### src/rtl/load_store_unit_if.sv
// Core-side request/response handshake of the load/store unit.
//   req_valid/req_ready : one request transfers when both are high
//   req_we              : 1 = store, 0 = load
//   req_funct3          : RV32I width/sign code (B, H, W, BU, HU)
//   req_addr            : byte address
//   req_wdata           : store data (low byte/half used for SB/SH)
//   resp_valid          : one-cycle completion pulse
//   resp_rdata          : extended load data (0 for stores and errors)
//   resp_err            : misaligned, out-of-range or illegal request
// master = execute stage, slave = load/store unit.
interface load_store_unit_if;
  logic        req_valid;
  logic        req_ready;
  logic        req_we;
  logic [2:0]  req_funct3;
  logic [31:0] req_addr;
  logic [31:0] req_wdata;
  logic        resp_valid;
  logic [31:0] resp_rdata;
  logic        resp_err;

  modport master (
    output req_valid, req_we, req_funct3, req_addr, req_wdata,
    input  req_ready, resp_valid, resp_rdata, resp_err
  );

  modport slave (
    input  req_valid, req_we, req_funct3, req_addr, req_wdata,
    output req_ready, resp_valid, resp_rdata, resp_err
  );
endinterface

### src/rtl/load_store_unit.sv
// Load/store unit between the execute stage and a word-granular Data_Memory.
// Handles one RV32I load/store at a time; sub-word stores are done as
// read-modify-write because the memory has no byte enables.
// Ports:
//   clk          : system clock, rising edge
//   reset        : asynchronous, active-low reset
//   core         : request/response handshake (slave side)
//   MemWrite     : Data_Memory write strobe (only in WR)
//   MemRead      : Data_Memory read strobe (only in RD)
//   read_address : Data_Memory word index (req_addr[31:2])
//   Write_data   : Data_Memory write word
//   MemData_out  : Data_Memory read word, valid the cycle after MemRead
module load_store_unit #(
  parameter int MEM_WORDS = 64
) (
  input  logic                clk,
  input  logic                reset,
  load_store_unit_if.slave    core,
  output logic                MemWrite,
  output logic                MemRead,
  output logic [31:0]         read_address,
  output logic [31:0]         Write_data,
  input  logic [31:0]         MemData_out
);

  localparam logic [2:0] S_IDLE = 3'd0;
  localparam logic [2:0] S_RD   = 3'd1;
  localparam logic [2:0] S_CAP  = 3'd2;
  localparam logic [2:0] S_WR   = 3'd3;
  localparam logic [2:0] S_RESP = 3'd4;

  localparam logic [31:0] LP_WORDS = 32'(MEM_WORDS);

  logic [2:0]  r_state;
  logic        r_we;
  logic [2:0]  r_funct3;
  logic [1:0]  r_off;
  logic [29:0] r_widx;
  logic [31:0] r_wdata;
  logic [31:0] r_mem_wdata;
  logic [31:0] r_rdata;
  logic        r_err;

  logic w_accept;
  logic w_misalign;
  logic w_illegal;
  logic w_oor;
  logic w_err;

  // Pick the addressed byte/half out of a memory word and extend it.
  function automatic logic [31:0] lane_extract(input logic [31:0] word,
                                               input logic [2:0]  funct3,
                                               input logic [1:0]  off);
    logic signed [7:0]  v_byte;
    logic signed [15:0] v_half;
    logic [31:0]        v_res;
    v_byte = $signed(word[{off, 3'b000} +: 8]);
    v_half = $signed(off[1] ? word[31:16] : word[15:0]);
    case (funct3)
      3'b000:  v_res = {{24{v_byte[7]}}, v_byte};
      3'b001:  v_res = {{16{v_half[15]}}, v_half};
      3'b100:  v_res = {24'd0, v_byte};
      3'b101:  v_res = {16'd0, v_half};
      default: v_res = word;
    endcase
    return v_res;
  endfunction

  // Replace the addressed byte/half of the old word with store data.
  function automatic logic [31:0] lane_merge(input logic [31:0] word,
                                             input logic [31:0] wdata,
                                             input logic [2:0]  funct3,
                                             input logic [1:0]  off);
    logic [31:0] v_res;
    v_res = word;
    if (funct3[1:0] == 2'b00) begin
      v_res[{off, 3'b000} +: 8] = wdata[7:0];
    end else if (off[1]) begin
      v_res[31:16] = wdata[15:0];
    end else begin
      v_res[15:0] = wdata[15:0];
    end
    return v_res;
  endfunction

  always_comb begin
    w_misalign = 1'b0;
    w_illegal  = 1'b0;
    case (core.req_funct3)
      3'b000, 3'b100: w_misalign = 1'b0;
      3'b001, 3'b101: w_misalign = core.req_addr[0];
      3'b010:         w_misalign = |core.req_addr[1:0];
      default:        w_illegal  = 1'b1;
    endcase
    // Unsigned widths only exist for loads.
    if (core.req_we && core.req_funct3[2]) w_illegal = 1'b1;
    w_oor = ({2'b00, core.req_addr[31:2]} >= LP_WORDS);
    w_err = w_misalign | w_illegal | w_oor;
  end

  assign w_accept = core.req_valid && (r_state == S_IDLE);

  always_ff @(posedge clk or negedge reset) begin
    if (!reset) begin
      r_state     <= S_IDLE;
      r_we        <= 1'b0;
      r_funct3    <= 3'd0;
      r_off       <= 2'd0;
      r_widx      <= 30'd0;
      r_wdata     <= 32'd0;
      r_mem_wdata <= 32'd0;
      r_rdata     <= 32'd0;
      r_err       <= 1'b0;
    end else begin
      case (r_state)
        S_IDLE: begin
          if (w_accept) begin
            r_we     <= core.req_we;
            r_funct3 <= core.req_funct3;
            r_off    <= core.req_addr[1:0];
            r_widx   <= core.req_addr[31:2];
            r_wdata  <= core.req_wdata;
            r_rdata  <= 32'd0;
            r_err    <= w_err;
            if (w_err) begin
              r_state <= S_RESP;
            end else if (core.req_we && core.req_funct3 == 3'b010) begin
              // Full-word store needs no read of the old word.
              r_mem_wdata <= core.req_wdata;
              r_state     <= S_WR;
            end else begin
              r_state <= S_RD;
            end
          end
        end
        S_RD: r_state <= S_CAP;
        S_CAP: begin
          if (r_we) begin
            r_mem_wdata <= lane_merge(MemData_out, r_wdata, r_funct3, r_off);
            r_state     <= S_WR;
          end else begin
            r_rdata <= lane_extract(MemData_out, r_funct3, r_off);
            r_state <= S_RESP;
          end
        end
        S_WR:    r_state <= S_RESP;
        S_RESP:  r_state <= S_IDLE;
        default: r_state <= S_IDLE;
      endcase
    end
  end

  // Strobes decode straight from state so an async reset kills them at once.
  assign MemRead          = (r_state == S_RD);
  assign MemWrite         = (r_state == S_WR);
  assign read_address     = {2'b00, r_widx};
  assign Write_data       = r_mem_wdata;
  assign core.req_ready   = (r_state == S_IDLE);
  assign core.resp_valid  = (r_state == S_RESP);
  assign core.resp_err    = (r_state == S_RESP) && r_err;
  assign core.resp_rdata  = (r_state == S_RESP) ? r_rdata : 32'd0;

endmodule

### src/flat_wrapper.sv
// flat-port wrapper written by rule: the top's interface ports become plain ports
module load_store_unit_flat 
#(
  parameter int MEM_WORDS = 64
)
  (clk, reset, MemWrite, MemRead, read_address, Write_data, MemData_out, core_req_valid, core_req_we, core_req_funct3, core_req_addr, core_req_wdata, core_req_ready, core_resp_valid, core_resp_rdata, core_resp_err);
  load_store_unit_if core_i ();
  input  logic clk;
  input  logic reset;
  output logic MemWrite;
  output logic MemRead;
  output logic [31:0] read_address;
  output logic [31:0] Write_data;
  input  logic [31:0] MemData_out;
  input wire logic [$bits(core_i.req_valid)-1:0] core_req_valid;
  input wire logic [$bits(core_i.req_we)-1:0] core_req_we;
  input wire logic [$bits(core_i.req_funct3)-1:0] core_req_funct3;
  input wire logic [$bits(core_i.req_addr)-1:0] core_req_addr;
  input wire logic [$bits(core_i.req_wdata)-1:0] core_req_wdata;
  output wire logic [$bits(core_i.req_ready)-1:0] core_req_ready;
  output wire logic [$bits(core_i.resp_valid)-1:0] core_resp_valid;
  output wire logic [$bits(core_i.resp_rdata)-1:0] core_resp_rdata;
  output wire logic [$bits(core_i.resp_err)-1:0] core_resp_err;
  assign core_i.req_valid = core_req_valid;
  assign core_i.req_we = core_req_we;
  assign core_i.req_funct3 = core_req_funct3;
  assign core_i.req_addr = core_req_addr;
  assign core_i.req_wdata = core_req_wdata;
  assign core_req_ready = core_i.req_ready;
  assign core_resp_valid = core_i.resp_valid;
  assign core_resp_rdata = core_i.resp_rdata;
  assign core_resp_err = core_i.resp_err;
  load_store_unit #(.MEM_WORDS(MEM_WORDS)) u_core (.clk(clk), .reset(reset), .core(core_i), .MemWrite(MemWrite), .MemRead(MemRead), .read_address(read_address), .Write_data(Write_data), .MemData_out(MemData_out));
endmodule
### config.mk
export PLATFORM = sky130hd
export DESIGN_NAME = load_store_unit_flat
export DESIGN_NICKNAME = d
export VERILOG_FILES = /design/src/rtl/load_store_unit_if.sv /design/src/rtl/load_store_unit.sv /design/src/flat_wrapper.sv
export SDC_FILE = /design/constraint.sdc
export NUM_CORES = 1
export LEC_CHECK = 0
export ABC_AREA = 1
export CORE_ASPECT_RATIO = 0.5
export CORE_MARGIN = 2
export CORE_UTILIZATION = 49
export DETAILED_ROUTE_END_ITERATION = 8
export PLACE_DENSITY = 0.92
export SLEW_MARGIN = 40
export SYNTH_ARGS = -nofsm -noshare
export SYNTH_HDL_FRONTEND = slang
export SYNTH_SLANG_ARGS = --single-unit
### constraint.sdc
create_clock -name clk -period 2.9 [get_ports clk]
set_input_delay 0.29 -clock clk [delete_from_list [all_inputs] [get_ports clk]]
set_output_delay 0.29 -clock clk [all_outputs]
set_load 0.03 [all_outputs]
Yosys cells after proc, flatten, opt, wreduce, memory -nomap -nowiden --
Index checks and enable logic that the tools add are counted.
Word-level totals: bits of input ports 103, bits in latches 0, bits in registers 120, ROM bits 0, word-level logic and storage cells 70, output and inout port bits 101, bits in writable memories 0, memories 0
Operators by class: $lt $le $gt $ge 1, multiply operators 0, mux-type cells 23, divide/modulo/power cells 0, bitwise logic cells 2, shifts and indexed selects 3, equal/unequal tests 16, reductions and logical operators 15, $add $sub $neg 1
Operator list (count):
- $mux W32 | 8
- $pmux W32 S2 | 2
- $pmux W32 S4 | 1
- $mux W16 | 3
- $bwmux W32 | 1
- $shift A8 B7 Y32 const A | 1
- $shiftx A32 B6 Y8 | 1
- $shiftx A8 B7 Y32 | 1
- $ge A30 B7 Y1 const B | 1
- $eq A3 B3 Y1 const B | 5
- $pmux W3 S4 | 1
- $eq A3 B1 Y1 const B | 3
- $eq A3 B2 Y1 const B | 3
- $logic_not A3 Y1 | 3
- $mux W3 | 3
- $neg A5 Y7 | 1
- $ne A2 B1 Y1 const B | 3
- $reduce_and A5 Y1 | 1
- $reduce_or A5 Y1 | 1
- $logic_and A1 B1 Y1 | 4
- $ne A2 B2 Y1 const B | 2
- $reduce_or A2 Y1 | 2
- $reduce_and A3 Y1 | 1
- $logic_not A2 Y1 | 1
- other kinds (6) | 8

Logic depth before layout (Yosys ltp) --
word-level depth 9, depth in mapped cells 13, depth with buffers taken out 11

Least setup slack after synthesis --
Ideal clock, no wire load.
path type flip-flop to flip-flop, start point register u_core.r_off[1], end point register u_core.r_mem_wdata[2] (netlist: u_core.Write_data[2]), stages on the path, launching flop included 13, period minus slack after synthesis 2.163 ns, path slack 0.737 ns, required time 2.834 ns, arrival time 2.097 ns, cell sequence dfrtp_1 > buf_2 > inv_2 > clkbuf_1 > ha_1 > buf_2 > nor2_1 > nand4_1 > nand2_1 > nand3_1 > nand2_1 > nand4_1 > nand2_1
On the way: cells in the longest elaborated chain, start to end 6
Ends and longest elaborated chain:
- start, declared | RTL line load_store_unit.sv:37 | logic [1:0] r_off;
- start signal, assigned | RTL line load_store_unit.sv:120 | r_off <= core.req_addr[1:0];
- $neg A5 Y7 | RTL line load_store_unit.sv:77 | v_res[{off, 3'b000} +: 8] = wdata[7:0];
- $shiftx A8 B7 Y32 / $shift A8 B7 Y32 (equally long branches) | RTL line load_store_unit.sv:77
- $bwmux W32 | RTL line load_store_unit.sv:77
- $mux W32 (*) | RTL line load_store_unit.sv:76 | if (funct3[1:0] == 2'b00) begin
- $mux W32 (*) | RTL line load_store_unit.sv:138 | if (r_we) begin
- $pmux W32 S2 (*) | RTL line load_store_unit.sv:115 | case (r_state)
- end signal, assigned | RTL line load_store_unit.sv:129 | r_mem_wdata <= core.req_wdata;
- end signal, assigned | RTL line load_store_unit.sv:139 | r_mem_wdata <= lane_merge(MemData_out, r_wdata, r_funct3, r_off);
- end, declared | RTL line load_store_unit.sv:40 | logic [31:0] r_mem_wdata;
Mark *: on every way between the ends. The rest lies on a longest branch, timed or not. The select of a mux whose other input is x is not followed. A chain may end at the register's enable or synchronous reset.

Worst setup path in the final report --
start point register u_core.r_state[0], end point output core_resp_rdata[1]
On the way: cells in the longest elaborated chain, start to end 2
Ends and longest elaborated chain:
- start, declared | RTL line load_store_unit.sv:34 | logic [2:0] r_state;
- start signal, assigned | RTL line load_store_unit.sv:105 | r_state <= S_IDLE;
- start signal, assigned | RTL line load_store_unit.sv:126 | r_state <= S_RESP;
- start signal, assigned | RTL line load_store_unit.sv:130 | r_state <= S_WR;
- $eq A3 B3 Y1 | RTL line load_store_unit.sv:161 | assign core.resp_rdata = (r_state == S_RESP) ? r_rdata : 32'd0;
- $mux W32 | RTL line load_store_unit.sv:161
- end, declared | RTL line flat_wrapper.sv:22 | output wire logic [$bits(core_i.resp_rdata)-1:0] core_resp_rdata;
Every way passes these cells.

==> qor.csv <==
metric,value,unit
drcViolationCount,0,
design_area,9840,µm²
syn_inst,1055,
global_route.usage.met1,42.8,%
htree_levels,4,
crit_slowest_cell,clkdlybuf4s50_1,
cts.sinks,120,
routed_wl,24700,µm
crit_path_start_kind,flip-flop,
maxCapViolations,0,
cp_common_cell,nor2_1,
yosysWarnings,0,
vdd_drop_max,587,µV
grtUsageMet2,50.0,%
dr_total_vias,7992,
drive_gt1_share,5.82,%
post_cts_resized,0,
dieArea,15700,µm²
antenna_found_initial,0,
max-slew-margin-rel,57.1,%
seqPwrFrac,27.6,%
worstMarginPinSlew,0.642,ns
syn2layout_area_growth,36.7,%
syn_avg_cell_area,6.82,µm²
drtPass1Iterations,6,
gp_congestion,0.987,
setup_tns,0,ns
cts.reportedPaths.clkPinSlew,0.06,ns
placed_area,9240,µm²
ys_seq_elements,120,
postCtsSetupRepairBufs,0,
layout_common_cells,"nand2_1 (412), clkdlybuf4s50_1 (200), dfrtp_1 (120)",
swShare,47.4,%
clockBufferDepth,2,
layout_commonest_cell,nand2_1,
drt_iter0_markers,969,
crit_path_cell_trace,nor2_1 > nand2_1 > buf_4 > nor2_1 > clkdlybuf4s50_1,
fin_nets,1333,
crit_family,buffers and inverters,
cp.depth,5,
path_class,reg2out,
synth_cell_types,30,
gr-total-overflow,0,
fin_ws,0.475,ns
cts_tree,done,
fp-row-count,31,
grt_pass1_vias,7451,
cts_buffers,17,
holdCritPathClass,in2async,
worstReg2RegEnd,u_core.Write_data[3],
io_buffers,201,
nFillCells,1218,
r2r-start,u_core.r_off[1],
fin_crit,2.42,ns
grt_util_met3,7.41,%
rsz0062_at_grt,false,
crit_required,2.61,ns
finClkSkew,0.00565,ns
clkPwrFrac,21.4,%
grt_max_degree,66,
diodes,0,
synth_area,7200,µm²
hold_buffers,1,
setup_viol,0,
finalHoldViolCount,0,
slew_viol_final,0,
via_per_inst,5.57,
p_per_area,1010,nW/µm²
worstPathArrival,2.13,ns
reg2regPathDepth,9,
postRouteAntennaNets,0,
initial_core_util,50.0,%
power,0.00998,W
wire_per_inst,17.2,µm
p_int,0.00525,W
finalCritPeriodShare,83.6,%
core,14400,µm²
hpwl,17800,µm
grt_usage,31.5,%
combPwrFrac,51.0,%
switchingPower,0.00473,W
crit_path_end_kind,output pin,
path_buf_inv,2,
io_pins,204,
p_leak,4.60,nW
dp_worst_setup_slack,0.639,ns
max_clock_freq,412,MHz
critPathMaxFanout,34,
seq_area_frac_synth,41.7,%
grt_pass1_wl,38900,µm
reg2reg_slack,0.48,ns
status,"finished, final reports clean",
die_y,89.7,µm
slowest_delay,0.70,ns
busiest_layer,met2,
cts_root_buf,clkbuf_16,
insertion_delay,0.42,ns
chipWidth,175,µm
[cells in the mapped netlist]
library cell	count	area [µm²]
nand2_1	413	1550
dfrtp_1	120	3000
nor2_1	91	342
inv_1	82	308
nand3_1	71	355
nand4_1	51	319
o21ai_0	50	250
a21oi_1	48	240
buf_2	32	160
clkbuf_1	19	71.3
o211ai_1	16	120
o21ai_2	11	96.3
buf_4	7	52.6
o22ai_1	6	37.5
ha_1	5	62.6
inv_2	5	18.8
nand2_2	5	31.3
o21ai_1	5	25.0
buf_6	4	45.0
nor3_1	3	15.0
buf_1	2	7.51
clkinv_1	1	3.75
conb_1	1	3.75
nand2_4	1	11.3
nand3_4	1	17.5
nor2_2	1	6.26
nor2_4	1	11.3
nor3_4	1	16.3
o221ai_1	1	8.76
or2_2	1	6.26
[logic make-up after synthesis]
family          after synthesis  synth area share [%]
simple gates                640                  37.3
flops                       120                  41.7
fa+ha+maj                     5                 0.869
buf+inv                     152                  9.27
other cells                   1                0.0521
compound gates              137                  10.8
[area by class of cell]
type | instances | area, µm² | share of cell area, %
inverters | 88 | 330 | 3.36
flip-flops and latches | 120 | 3000 | 30.5
repair buffers | 214 | 2130 | 21.7
multi-input cells | 784 | 3530 | 35.9
clock buffers | 20 | 447 | 4.54
clock inverters | 12 | 141 | 1.44
well taps | 198 | 248 | 2.52
[power by group through the flow]
| stage | clock, W | sequential (W) | combinational (W) |
|---|---|---|---|
| after global routing | 0.00221 | 0.00280 | 0.00550 |
| after detailed placement | 0 | 0.00273 | 0.00498 |
| final | 0.00213 | 0.00276 | 0.00509 |
| after floorplan | 0 | 0.00341 | 0.00253 |
| after global placement | 0 | 0.00272 | 0.00486 |
| after CTS | 0.00213 | 0.00272 | 0.00501 |
[worst max path at each step]
stage | end | slack, ns | startpoint
floorplan | u_core.Write_data[2] | 0.74 | u_core.r_off[1]
global placement | u_core.Write_data[29] | 0.71 | u_core.r_off[1]
detailed placement | u_core.Write_data[5] | 0.64 | core_req_funct3[0]
CTS | core_resp_rdata[1] | 0.50 | u_core.r_state[0]
global route | u_core.Write_data[26] | 0.32 | u_core.r_off[1]
finish | core_resp_rdata[1] | 0.48 | u_core.r_state[0]
[layer usage]
| metal | vias to the layer above | share of wire, % |
|---|---|---|
| met2 | 504 | 45 |
| li1 | 3732 | - |
| met1 | 3683 | 42 |
| met4 | 0 | 2.7 |
| met5 | - | 0 |
| met3 | 73 | 11 |
[state kept, by name (all words and copies together), names as in the netlist]
register and count:
u_core.r_off 2, u_core.Write_data 32, u_core.r_widx 30, u_core.r_we 1, u_core.r_wdata 16, u_core.r_rdata 32, u_core.r_state 3, u_core.r_funct3 3
u_core.r_err 1
[metrics by stage]
step / instances / utilization, % / hold WS (ns)
after floorplan: 1056 / - / -0.00559
after global placement: 1403 / 64.2 / 0.306
after detailed placement: 1403 / 64.2 / 0.311
after CTS: 1436 / 68.4 / 0.414
after global routing: 1436 / 68.4 / 0.427
final: 1436 / 68.4 / 0.411
(Power assumes the default switching activity.)
